[config.mk]
export PLATFORM = sky130hd
export DESIGN_NAME = strobe_fifo
export DESIGN_NICKNAME = d
export VERILOG_FILES = /design/src/rtl/strobe_fifo_pkg.sv /design/src/rtl/strobe_fifo.sv
export SDC_FILE = /design/constraint.sdc
export NUM_CORES = 1
export LEC_CHECK = 0
export ABC_AREA = 1
export CAP_MARGIN = 10
export CORE_ASPECT_RATIO = 1.25
export CORE_MARGIN = 4
export CORE_UTILIZATION = 60
export DETAILED_ROUTE_END_ITERATION = 10
export PLACE_DENSITY_LB_ADDON = 0.2
export SLEW_MARGIN = 5
export SYNTH_ARGS = -nofsm -noshare
export SYNTH_HDL_FRONTEND = slang
export SYNTH_SLANG_ARGS = --single-unit
[constraint.sdc]
create_clock -name clk -period 4.47 [get_ports clk]
set_input_delay 0.6705 -clock clk [delete_from_list [all_inputs] [get_ports clk]]
set_output_delay 0.6705 -clock clk [all_outputs]
set_load 0.02 [all_outputs]
[src/rtl/strobe_fifo_pkg.sv]
`default_nettype none
// ============================================================================
//  Module      : strobe_fifo_pkg
//  Description : Shared types for the strobe capture FIFO.
//  Revision    : 1.0 - initial release
// ============================================================================
package strobe_fifo_pkg;

    // Occupancy update selected each cycle from the push/pop pair.
    typedef enum logic [1:0] {
        CNT_HOLD = 2'd0,
        CNT_INC  = 2'd1,
        CNT_DEC  = 2'd2
    } cnt_op_e;

endpackage : strobe_fifo_pkg
`default_nettype wire

[src/rtl/strobe_fifo.sv]
`default_nettype none
// ============================================================================
//  Module      : strobe_fifo
//  Description : Captures one-cycle strobes and their data words into a
//                first-word-fall-through FIFO with a valid/ready output.
//                Strobes arriving while full are dropped and counted.
//  Revision    : 1.0 - initial release
// ============================================================================
module strobe_fifo
    import strobe_fifo_pkg::*;
#(
    parameter int WIDTH      = 8,
    parameter int DEPTH_LOG2 = 4,
    parameter int DROP_BITS  = 8
) (
    input  logic                  clk,
    input  logic                  reset_n,
    input  logic                  strobe_in,
    input  logic [WIDTH-1:0]      data_in,
    output logic                  out_valid,
    input  logic                  out_ready,
    output logic [WIDTH-1:0]      out_data,
    output logic [DEPTH_LOG2:0]   count,
    output logic                  full,
    output logic                  overflow,
    output logic [DROP_BITS-1:0]  drop_count,
    input  logic                  clear_overflow
);

    localparam int                    c_DEPTH      = 1 << DEPTH_LOG2;
    localparam logic [DEPTH_LOG2:0]   c_FULL_COUNT = (DEPTH_LOG2 + 1)'(c_DEPTH);
    localparam logic [DEPTH_LOG2:0]   c_CNT_ONE    = (DEPTH_LOG2 + 1)'(1);
    localparam logic [DEPTH_LOG2-1:0] c_PTR_ONE    = DEPTH_LOG2'(1);
    localparam logic [DROP_BITS-1:0]  c_DROP_ONE   = DROP_BITS'(1);
    localparam logic [DROP_BITS-1:0]  c_DROP_MAX   = '1;

    // Storage is deliberately left unreset so it maps onto distributed RAM.
    logic [WIDTH-1:0]      r_mem [c_DEPTH];

    logic [DEPTH_LOG2-1:0] r_rd_ptr;
    logic [DEPTH_LOG2-1:0] r_wr_ptr;
    logic [DEPTH_LOG2:0]   r_count;
    logic                  r_valid;
    logic                  r_full;
    logic                  r_overflow;
    logic [DROP_BITS-1:0]  r_drop_count;

    logic                  w_pop;
    logic                  w_push;
    logic                  w_drop;
    cnt_op_e               w_cnt_op;
    logic [DEPTH_LOG2:0]   w_count_next;

    // A full FIFO still accepts a strobe when the head leaves in that cycle.
    assign w_pop  = r_valid && out_ready;
    assign w_push = strobe_in && (!r_full || w_pop);
    assign w_drop = strobe_in && r_full && !w_pop;

    // Select the occupancy change and compute the next count.
    always_comb begin
        w_cnt_op     = CNT_HOLD;
        w_count_next = r_count;
        if (w_push && !w_pop) begin
            w_cnt_op = CNT_INC;
        end else if (w_pop && !w_push) begin
            w_cnt_op = CNT_DEC;
        end
        case (w_cnt_op)
            CNT_INC: w_count_next = r_count + c_CNT_ONE;
            CNT_DEC: w_count_next = r_count - c_CNT_ONE;
            default: w_count_next = r_count;
        endcase
    end

    // Write the incoming word at the tail on every accepted strobe.
    always_ff @(posedge clk) begin
        if (w_push) begin
            r_mem[r_wr_ptr] <= data_in;
        end
    end

    // Pointers, occupancy and the flags derived from the next occupancy,
    // so out_valid and full come straight from flops.
    always_ff @(posedge clk or negedge reset_n) begin
        if (!reset_n) begin
            r_rd_ptr <= '0;
            r_wr_ptr <= '0;
            r_count  <= '0;
            r_valid  <= 1'b0;
            r_full   <= 1'b0;
        end else begin
            if (w_push) begin
                r_wr_ptr <= r_wr_ptr + c_PTR_ONE;
            end
            if (w_pop) begin
                r_rd_ptr <= r_rd_ptr + c_PTR_ONE;
            end
            r_count <= w_count_next;
            r_valid <= (w_count_next != '0);
            r_full  <= (w_count_next == c_FULL_COUNT);
        end
    end

    // Sticky overflow flag and saturating drop counter; a drop in the same
    // cycle as a clear takes precedence and restarts the count at one.
    always_ff @(posedge clk or negedge reset_n) begin
        if (!reset_n) begin
            r_overflow   <= 1'b0;
            r_drop_count <= '0;
        end else if (w_drop) begin
            r_overflow <= 1'b1;
            if (clear_overflow) begin
                r_drop_count <= c_DROP_ONE;
            end else if (r_drop_count != c_DROP_MAX) begin
                r_drop_count <= r_drop_count + c_DROP_ONE;
            end
        end else if (clear_overflow) begin
            r_overflow   <= 1'b0;
            r_drop_count <= '0;
        end
    end

    assign out_valid  = r_valid;
    assign out_data   = r_mem[r_rd_ptr];
    assign count      = r_count;
    assign full       = r_full;
    assign overflow   = r_overflow;
    assign drop_count = r_drop_count;

endmodule : strobe_fifo
`default_nettype wire

* Word level (Yosys, flattened, before mapping)
Memories as Yosys holds them, arrays and structs flattened.
Cells that the tools add are included.
** Word-level totals
- Logic and storage cells :: 42
- Input port bits :: 13
- RAM bits :: 128
- Register bits :: 24
- Memories :: 1
- Output and inout port bits :: 24
** Memory list
- r_mem :: words 16, bits a word 8, read ports 1, clocked after Yosys merged registers in 0, write ports 1, line strobe_fifo.sv:38 : logic [WIDTH-1:0] r_mem [c_DEPTH];
** Cells by class
- Muxes and demuxes :: 11
- Equal/unequal tests :: 4
- Add/subtract/negate cells :: 5
- Reduce and logical (&&, ||, !) cells :: 14
** Operators with widths (count)
- $mux 8 :: 4
- $pmux 5 s2 :: 1
- $add 4x1->4 const B :: 2
- $add 8x1->8 const B :: 1
- $ne 8x8->1 const B :: 1
- $logic_and 1x1->1 :: 6
- $add 5x1->5 const B :: 1
- $eq 5x5->1 const B :: 1
- $reduce_bool 5->1 :: 1
- $sub 5x1->5 const B :: 1
- $mux 1 :: 4
- $mux 2 :: 2
- $reduce_bool 2->1 :: 2
- $logic_not 1->1 :: 3
- $eq 2x1->1 const B :: 1
- $eq 2x2->1 const B :: 1
- $reduce_and 2->1 :: 1
- $logic_or 1x1->1 :: 1

* Logic depth before layout (Yosys ltp)
- Depth after elaboration :: 10
- Depth in mapped cells :: 17
- Depth with buffers taken out :: 17

* Least setup slack after synthesis
No wires, ideal clock.
- Path type :: input port to flip-flop
- From :: input port out_ready
- To :: register r_valid, in the netlist out_valid
- Buffers on the path :: 0
- Path slack :: 1932 ps
- Stages on the path :: 15
- Arrival time :: 2420 ps
- Required time :: 4351 ps
- Library setup time :: 119 ps
- Cell sequence :: nand2_1 > inv_1 > o21ai_2 > ha_1 > nand2_1 > inv_1 > nor2_1 > ha_1 > nand2_1 > nand2_1 > or2_0 > nor2_1 > inv_1 > nor2_1 > nand2_1
** Between the ends
- Cells in the longest elaborated chain, start to end :: 10
- Elaborated cells on any way between the ends :: 13
- Those cells by class :: eq/ne: 2; mux: 3; reduce/logical: 8
** RTL lines
- start: declaration :: line strobe_fifo.sv:21 : input logic out_ready,
- $logic_and 1x1->1 * :: line strobe_fifo.sv:55 : assign w_pop = r_valid && out_ready;
- via w_pop :: line strobe_fifo.sv:48 : logic w_pop;
- $logic_or 1x1->1 :: line strobe_fifo.sv:56 : assign w_push = strobe_in && (!r_full || w_pop);
- $logic_and 1x1->1 :: line strobe_fifo.sv:56
- $logic_not 1->1 :: line strobe_fifo.sv:65 : end else if (w_pop && !w_push) begin
- $logic_and 1x1->1 :: line strobe_fifo.sv:65
- $mux 2 :: line strobe_fifo.sv:65
- $mux 2 * :: line strobe_fifo.sv:63 : if (w_push && !w_pop) begin
- $eq 2x2->1 or $eq 2x1->1 (tied branches) :: line strobe_fifo.sv:68 : case (w_cnt_op)
- $pmux 5 s2 * :: line strobe_fifo.sv:68
- via w_count_next[1] :: line strobe_fifo.sv:52 : logic [DEPTH_LOG2:0] w_count_next;
- $reduce_bool 5->1 * :: line strobe_fifo.sv:99 : r_valid <= (w_count_next != '0);
- end signal: assignment :: line strobe_fifo.sv:99
- end: declaration :: line strobe_fifo.sv:43 : logic r_valid;
The timed path passes the listed nets; every way through them passes the cells marked *.
A chain may end at the register's enable or synchronous reset.

* Final worst setup path
- From :: register r_rd_ptr[0]
- To :: output port out_data[2]
** Between the ends
- Cells in the longest elaborated chain, start to end :: 1
** RTL lines
- start: declaration :: line strobe_fifo.sv:40 : logic [DEPTH_LOG2-1:0] r_rd_ptr;
- start signal: assignment :: line strobe_fifo.sv:96 : r_rd_ptr <= r_rd_ptr + c_PTR_ONE;
- $mem_v2 16x8
- end: declaration :: line strobe_fifo.sv:22 : output logic [WIDTH-1:0] out_data,
No other way between the ends.

==> impl_metrics.tcl <==
set metrics [dict create \
    timing.final.setup_violations 0 \
    synth.ff_latch_count 152 \
    ff2ff_setup_slack_ns 1.79 \
    tritoncts.num_buffers 17 \
    synthesis.instances 564 \
    cts_post_setup_buffers_inserted 0 \
    crit_chain "inv_2, buf_4, nor2_1, nor2_1, o21ai_0, o211ai_1, nand3_1, nand2_1, clkdlybuf4s50_1" \
    pwr-share-seq_pct 36.3 \
    clockPowerShare_pct 29.9 \
    cts.root.buffer_cell "sky130_fd_sc_hd__clkbuf_16" \
    sw_frac_of_total_pct 36.0 \
    number_of_antenna_violations_at_the_first_check_in_global_routing 0 \
    layout_worst_path_cycle_share_pct 79.3 \
    final_cells 744 \
    die_height_um 124 \
    ys_types 28 \
    wire_length_of_the_first_global_routing_pass_mm 23.1 \
    synth.yosys.warnings 0 \
    timing.critical_path.mode_cell "sky130_fd_sc_hd__nor2_1" \
    cp-start-kind "flop" \
    synth_seq_area_share_pct 68.5 \
    portBuffers 36 \
    max_slew_margin_pct 25.2 \
    final_wl_mm 14.5 \
    status "complete, no violations" \
    cp.required_ns 3.80 \
    leakagePower_nw 2.73 \
    cpPeakStageDelay_ns 0.62 \
    p_per_cell_area_nw_per_um2 690 \
    report.final.hold_viol_count 0 \
    p_switching_mw 1.88 \
    area_post_placement_um2 6900 \
    die_x_um 101 \
    synthDominantAreaCellType "sky130_fd_sc_hd__edfxtp_1" \
    setup_tns_ns 0 \
    hpwl_reported_at_the_end_of_detailed_placement_mm 9.01 \
    number_of_global_route_vias_before_repair 4477 \
    syn_to_final_growth_pct 16.4 \
    initialDrtViolationCount 446 \
    cp-end-kind "output port" \
    synth_largest_type_area_fraction_pct 59.3 \
    unrepaired_setup_endpoints_after_global_routing "no" \
    cts.sink_count 152 \
    syn_avg_cell_area_um2 11.5 \
    non_filler_cell_area_final_um2 7550 \
    layout.cells.most_common_list "sky130_fd_sc_hd__edfxtp_1, sky130_fd_sc_hd__nor2_1, sky130_fd_sc_hd__o21ai_0" \
    combinationalPowerShare_pct 33.7 \
    cts-root-to-sink-buffers 2 \
    initial_core_util_pct 61.4 \
    core_area_um2 10600 \
    post_place_cells 712 \
    post_cts_repair_resize_count 0 \
    crit_fanout 32 \
    mostFrequentLayoutCell "sky130_fd_sc_hd__edfxtp_1" \
    timing.critical_path.slowest_stage_cell "sky130_fd_sc_hd__clkdlybuf4s50_1" \
    path_class "reg -> out" \
    cts_tree "built" \
    grt_overflow 0 \
    num_io_pins 37 \
    htree_levels 4 \
    maximum_number_of_pins_on_one_net_before_global_route_repair 67 \
    finish.utilization_pct 71.5 \
    cell_row_count 42 \
    fillers 697 \
    share_of_final_layout_standard_cells_stronger_than_drive_strength_1_pct 8.33 \
    antenna_cells 0 \
    synthesis.area_um2 6490 \
    die_area_um2 12500 \
    routed_wire_length_per_instance_um 19.5 \
    power.internal_mw 3.33 \
    worstSkewPairLatency_ns 0.42 \
    clock-skew-final_ns 0.00604 \
    fmaxAchievable_ghz 0.282 \
    synth_net_count 586 \
    fin_nets 621 \
    drt-pass1-iter-count 6 \
    worst-slew-pin-transition_ns 1.12 \
    cts-hold-fix-buffers 0 \
    drv_slew 0 \
    vias 4437 \
    clk_slew_on_worst_s_h_paths_ns 0.06 \
    drt-vias-per-instance 5.96 \
    area.sequential_um2 4450 \
    finalWorstPathRequiredPeriod_ns 3.54 \
    drt.antenna.violating_nets 0 \
    critPathArrivalTime_ns 2.87 \
    maxCapViolCount 0 \
    min-delay-path-class "reg -> reg" \
    peakVddDrop_mv 0.425 \
    top_post_synthesis_cells_by_area "sky130_fd_sc_hd__edfxtp_1, sky130_fd_sc_hd__dfrtp_1, sky130_fd_sc_hd__nor2_1" \
    route.detailed.drc 0 \
    grtUsageTotal_pct 24.5 \
    multi_input_area_um2 1770 \
    finalWeightedCongestion 0.823 \
]
-- Yosys cell counts (all sizes together) --
library cell and n:
xor2 7, xnor2 1, dfrtp 24, edfxtp 128, nor3b 1, clkbuf 10, buf 15, nand2 61
inv 31, or2 1, nor2 125, clkinv 1, nor3 1, o21ai 87, o211ai 33, a21oi 2
ha 9, nand3 22, nand4 5
-- metrics by stage --
stage          hold WS, ns  power, mW  worst slack [ns]
6_report             0.496       5.21             0.926
5_1_grt              0.556       5.49             0.759
4_1_cts              0.491       5.21             0.926
3_5_place_dp         0.475       3.65              1.12
3_3_place_gp         0.469       3.58              1.36
2_1_floorplan        0.375       3.07              1.93
-- flip-flops by register name, indices dropped and copies added (netlist names) --
register,flops
count,5
overflow,1
r_wr_ptr,4
out_valid,1
full,1
r_rd_ptr,4
r_mem,128
drop_count,8
-- power by group through the flow --
| stage | logic, mW | clock network (mW) | registers [mW] |
|---|---|---|---|
| finish | 1.76 | 1.56 | 1.89 |
| global route | 1.95 | 1.64 | 1.91 |
| floorplan | 1.20 | 0 | 1.87 |
| detailed placement | 1.74 | 0 | 1.91 |
| global placement | 1.67 | 0 | 1.90 |
| CTS | 1.76 | 1.57 | 1.89 |
-- worst max-delay path: cells and delay by family, from the launching register on --
kind                   cells  cell delay, ns
AND/OR/NAND/NOR            4            0.39
flip-flops                 1            0.38
AO/OA/AOI/OAI              2            0.23
buffers and inverters      3            1.44
-- final timing paths --
check	startpoint	to	depth (start not counted)
max in group asynchronous	reset_n	r_rd_ptr[1]	1
hold / removal	overflow	overflow	2
setup / recovery	r_rd_ptr[0]	out_data[2]	9
setup reg to reg	out_valid	full	17
hold reg to reg	overflow	overflow	2
min in group asynchronous	reset_n	drop_count[7]	1
-- per-layer routing --
| layer | vias to the layer above | GRT usage [%] | part of all wire [%] |
|---|---|---|---|
| li1 | 2056 | - | - |
| met1 | 2152 | 29.9 | 38 |
| met2 | 203 | 41.0 | 53 |
| met3 | 26 | 5.16 | 6.5 |
| met4 | 0 | 11.4 | 2.6 |
| met5 | - | 0 | 0 |
-- cell families (layout without fill, tap and decap cells) --
| family | Yosys count | in the layout | synth area share (%) |
|---|---|---|---|
| and+or+nand+nor | 216 | 216 | 13.6 |
| DFF | 152 | 152 | 68.5 |
| AOI/OAI and AO/OA | 122 | 122 | 10.9 |
| buffers and inverters | 57 | 105 | 4.20 |
| adders and majority gates | 9 | 9 | 1.74 |
| xor gates and xnor gates | 8 | 8 | 1.08 |
-- area by class of cell --
class	instances	share of cell area (%)
clock inverters	15	2.97
flip-flops and latches	152	58.9
well taps	132	2.19
clock buffers	17	5.64
inverters	32	1.59
multi-input cells	355	23.4
repair buffers	41	5.27
(Power assumes the default switching activity.)
